==> config.mk <==
export PLATFORM = sky130hd
export DESIGN_NAME = renamed_register_file
export DESIGN_NICKNAME = d
export VERILOG_FILES = /design/src/rtl/renamed_register_file.sv
export SDC_FILE = /design/constraint.sdc
export NUM_CORES = 2
export LEC_CHECK = 0
export CAP_MARGIN = 5
export CORE_ASPECT_RATIO = 0.6
export CORE_MARGIN = 4
export CORE_UTILIZATION = 45
export CTS_CLUSTER_DIAMETER = 120
export DETAILED_ROUTE_END_ITERATION = 7
export PLACE_DENSITY_LB_ADDON = 0.12
export SLEW_MARGIN = 20
export SYNTH_ARGS = -nofsm -noshare
export SYNTH_HDL_FRONTEND = slang
export SYNTH_SLANG_ARGS = --single-unit
==> constraint.sdc <==
create_clock -name clockIn -period 101.6 [get_ports clockIn]
set_input_delay 20.32 -clock clockIn [delete_from_list [all_inputs] [get_ports clockIn]]
set_output_delay 20.32 -clock clockIn [all_outputs]
set_load 0.02 [all_outputs]
==> src/rtl/renamed_register_file.sv <==
// Architectural register file with per-register ROB rename tags and N_READ read ports.
// Optional macro RF_COMMIT_BYPASS_EN: same-cycle commit forwarding onto read ports.
module renamed_register_file #(
  parameter int ROB_WIDTH = 4,
  parameter int NUM_REGS  = 32,
  parameter int REG_AW    = 5,
  parameter int N_READ    = 2
) (
  input  logic                          clockIn,
  input  logic                          resetIn,
  input  logic                          clearIn,
  input  logic [N_READ*REG_AW-1:0]      rdAddr,
  input  logic                          rfUpdateValid,
  input  logic [REG_AW-1:0]             rfUpdateDest,
  input  logic [ROB_WIDTH-1:0]          rfUpdateRobId,
  input  logic                          regUpdateValid,
  input  logic [REG_AW-1:0]             regUpdateDest,
  input  logic [31:0]                   regUpdateValue,
  input  logic [ROB_WIDTH-1:0]          regUpdateRobId,
  output logic [N_READ*ROB_WIDTH-1:0]   robDep,
  input  logic [N_READ-1:0]             robReady,
  input  logic [N_READ*32-1:0]          robValue,
  output logic [N_READ-1:0]             rsDirty,
  output logic [N_READ*ROB_WIDTH-1:0]   rsDependency,
  output logic [N_READ*32-1:0]          rsValue,
  output logic [REG_AW:0]               pendingCount
);

  logic [31:0]          regs   [NUM_REGS];
  logic [ROB_WIDTH-1:0] tags   [NUM_REGS];
  logic [NUM_REGS-1:0]  busy;
  logic [REG_AW-1:0]    rd_idx [N_READ];
  logic [REG_AW:0]      count;

  logic rename_en;
  logic commit_en;
  logic commit_clr;
  logic count_inc;
  logic count_dec;

  // Decode this cycle's rename/commit effects and the busy-count delta.
  always_comb begin
    rename_en  = rfUpdateValid && (rfUpdateDest != '0) && !clearIn;
    commit_en  = regUpdateValid && (regUpdateDest != '0);
    commit_clr = commit_en && (tags[regUpdateDest] == regUpdateRobId);
    count_inc  = rename_en && !busy[rfUpdateDest];
    count_dec  = commit_clr && busy[regUpdateDest]
                 && !(rename_en && (rfUpdateDest == regUpdateDest));
  end

  // Register, tag, busy, read-index and pending-count state.
  always_ff @(posedge clockIn or posedge resetIn) begin
    if (resetIn) begin
      for (int r = 0; r < NUM_REGS; r++) begin
        regs[r] <= '0;
        tags[r] <= '0;
      end
      for (int p = 0; p < N_READ; p++) begin
        rd_idx[p] <= '0;
      end
      busy  <= '0;
      count <= '0;
    end else begin
      for (int p = 0; p < N_READ; p++) begin
        rd_idx[p] <= rdAddr[p*REG_AW +: REG_AW];
      end
      if (commit_en) begin
        regs[regUpdateDest] <= regUpdateValue;
      end
      if (clearIn) begin
        busy  <= '0;
        count <= '0;
      end else begin
        if (commit_clr) begin
          busy[regUpdateDest] <= 1'b0;
        end
        if (rename_en) begin
          busy[rfUpdateDest] <= 1'b1;
          tags[rfUpdateDest] <= rfUpdateRobId;
        end
        unique case ({count_inc, count_dec})
          2'b10:   count <= count + 1'b1;
          2'b01:   count <= count - 1'b1;
          default: count <= count;
        endcase
      end
    end
  end

  // Per-port operand lookup from latched index and current state.
  always_comb begin
    robDep       = '0;
    rsDirty      = '0;
    rsDependency = '0;
    rsValue      = '0;
    for (int p = 0; p < N_READ; p++) begin
      robDep[p*ROB_WIDTH +: ROB_WIDTH]       = tags[rd_idx[p]];
      rsDependency[p*ROB_WIDTH +: ROB_WIDTH] = tags[rd_idx[p]];
      if (rd_idx[p] != '0) begin
        rsDirty[p] = busy[rd_idx[p]] & ~robReady[p];
        rsValue[p*32 +: 32] = busy[rd_idx[p]] ? robValue[p*32 +: 32]
                                               : regs[rd_idx[p]];
`ifdef RF_COMMIT_BYPASS_EN
        if (regUpdateValid && (regUpdateDest == rd_idx[p])
            && (regUpdateRobId == tags[rd_idx[p]])) begin
          rsDirty[p]          = 1'b0;
          rsValue[p*32 +: 32] = regUpdateValue;
        end
`else
`endif
      end
    end
  end

  assign pendingCount = count;

endmodule

==> flow_summary.toml <==
[critical_path]
cp.required_ps = 81280
crit_family = "buffers and inverters"
crit_path_top_delay_cell = "clkdlybuf4s50_1"
r2r-start = "tags[81]"
ff2ff_path_depth = 16
cpPeakStageDelay_ps = 690
end_kind = "primary output"
crit_top_cell = "clkdlybuf4s50_1"
r2r_end = "pendingCount[5]"
crit_chain = "clkdlybuf4s50_1 -> nand2_1 -> a21oi_1 -> clkdlybuf4s50_1"
crit_path_start_kind = "input pin"
critPathKind = "input pin to primary output"
rrSetupSlack_ps = 96130
crit_buf_inv = 2
crit_arrival_ps = 21980
path_max_fanout = 1

[synth]
ys_ff_latch = 1200
async_reset_ff_share_pct = 100
synth.top_cell.area_share_pct = 45.6
syn_nets = 4463
syn_inst = 4327
synthDistinctLibCells = 58
synth_common_cells = "dfrtp_1 (1,200), mux2_2 (1,150), mux4_2 (681)"
synth_top_area_cell = "dfrtp_1"
yosys_warnings = 0
synth_edf_count = 0
synth_most_common_cell = "dfrtp_1"
synth_area_leaders = "dfrtp_1 (46%), mux4_2 (23%), mux2_2 (20%), mux2i_1 (2.8%), clkbuf_1 (2.0%)"
syn_avg_cell_area_um2 = 15.2
synth_ff_type = "dfrtp_1"
ys_seq_area_share_pct = 45.6
synth_area_mm2 = 0.0658

[sta]
finalSetupViolCount = 0
worst_slew_pin_slew_ps = 1140
fin_skew_ps = 29.0
fin_crit_sh_pct = 41.6
setup_tns_ps = 0
report.final.slew_viol_count = 0
rsz0062_at_grt = "false"
fin_crit_ps = 42300
timing.fmax_mhz = 23.6
hold_viol = 0
slew_headroom_pct = 23.7
whs_ps = 394

[min_path]
hold_path.class = "flop to flop"
worstHoldPathCells = 0
min-delay-start = "regs[1002]"
hold_end = "regs[1002]"

[clocking]
cts_tree = "done"
cts_max_path_buffers = 3
postCtsSetupRepairBufs = 0
numCtsBuffers = 118
cts_sinks = 1200
cts_resized = 0
h-tree-depth = 3
ctsHoldBuffers = 0
clk_pin_slew_worst_paths_ps = 60
cts_root_buffer = "clkbuf_16"
clk_latency_ps = 750

[detailed_routing]
routed_wl_um = 209000
drt_pass1_iterations = 6
ant_nets = 0
wl_per_cell_um = 33.3
drc = 0
viasPerCell = 6.57
drtIter0Drc = 3892
vias = 41283

[floorplan]
dieArea_mm2 = 0.153
chipHeight_um = 304
row_count = 108
initial_core_util_pct = 45.4
io_pins = 219
core_mm2 = 0.145
die_x_um = 502

[grt]
grt_pass1_vias = 41750
grt_max_degree = 176
track_usage_pct = 27.4
met3_usage_pct = 6.79
grt.met2_usage_pct = 40.9
grt_overflow = 0
grt_pass1_wl_um = 307000
use_met1_pct = 40.8
busiest_layer = "met2"
antenna_found_initial = 3

[final_layout]
finalNonFillerCells = 6284
finish.utilization_pct = 50.7
nNetsFinal = 4391
drive_gt1_share_pct = 50.3
syn_to_final_growth_pct = 11.6

[power_and_ir_drop]
power_leakage_nw = 31.2
ir_drop_v = 0.0000142
power_density_mw_per_mm2 = 18.9

[placed_design]
place_congestion = 0.855
io_buffers = 218
dp_hpwl_um = 120000
post-place-cells = 6059

[job]
maxCapViolCount = 0

[run_status]
status = "finished, final reports clean"
## power by group
| group | internal (W) | switching [W] | leakage (nW) | total [W] |
|---|---|---|---|---|
| Clock | 0.000258 | 0.000199 | 1.96 | 0.000457 |
| Combinational | 0.000182 | 0.000121 | 13.7 | 0.000303 |
| Sequential | 0.000562 | 0.0000649 | 15.5 | 0.000627 |
## sequential cells by signal, summed over array words and instances, names as in the netlist
register	flops
tags	128
pendingCount	6
rd_idx	10
busy	32
regs	1024
## cell families after synthesis
family / synth area share (%)
flops: 45.6
mux: 45.7
compound gates: 3.17
buf+inv: 3.16
xor+xnor: 0.141
simple gates: 2.09
fa+ha+maj: 0.106
## final cells by class
cell class	count	area (µm²)
Multi-Input combinational cell	2612	34000
Timing Repair Buffer	308	2920
Fill cell	12125	71500
Sequential cell	1200	30100
Antenna cell	3	7.51
Tap cell	1925	2410
Clock inverter	40	393
Clock buffer	181	3590
Inverter	15	63.8
## cells in the final DEF, fill, tap and decap left out, types with 8 or more instances in the layout
cell type,Yosys,layout
mux4_2,681,681
nand2_4,0,15
nand3_1,12,8
nor2_1,115,102
nor3_1,14,13
clkbuf_16,0,119
nor2b_1,10,9
clkbuf_8,0,38
buf_4,15,83
mux2i_1,181,180
nor4_1,8,8
nor2_4,0,13
a21oi_1,70,70
o221ai_1,16,16
clkbuf_1,356,24
and3_1,12,12
o211ai_1,19,19
clkdlybuf4s50_1,0,208
nand2_1,56,41
inv_1,14,13
dfrtp_1,1200,1190
dfrtp_4,0,10
a211o_1,12,12
a221o_1,13,13
buf_2,52,9
a221oi_1,20,20
o31ai_1,12,12
clkinv_2,0,21
a211oi_1,48,48
nand2b_1,26,26
mux2_2,1150,1150
o22ai_1,32,32
o21ai_1,19,19
a22oi_1,18,17
## worst max-delay path by stage
| stage | start | to | cells after the start |
|---|---|---|---|
| after floorplan | resetIn | busy[0] | 1 |
| after detailed placement | robValue[17] | rsValue[17] | 4 |
| after CTS | robValue[17] | rsValue[17] | 4 |
| after global placement | robValue[17] | rsValue[17] | 4 |
| final | robValue[17] | rsValue[17] | 4 |
| after global routing | robValue[17] | rsValue[17] | 4 |
## stage by stage
step / worst slack (ps) / total power (W) / area [µm²]
global placement: 59270 / 0.000927 / 69500
detailed placement: 59270 / 0.000936 / 69500
global route: 59280 / 0.00145 / 73500
floorplan: 47470 / 0.000843 / 65800
finish: 59300 / 0.00139 / 73500
CTS: 59260 / 0.00139 / 73500
## layer usage
metal	wire [µm]	vias to the layer above	part of all wire [%]
li1	-	16765	-
met1	94300	22709	45
met2	94100	1513	45
met3	16500	294	7.9
met4	4550	2	2.2
met5	7	-	0.0033
(Power assumes the default switching activity.)
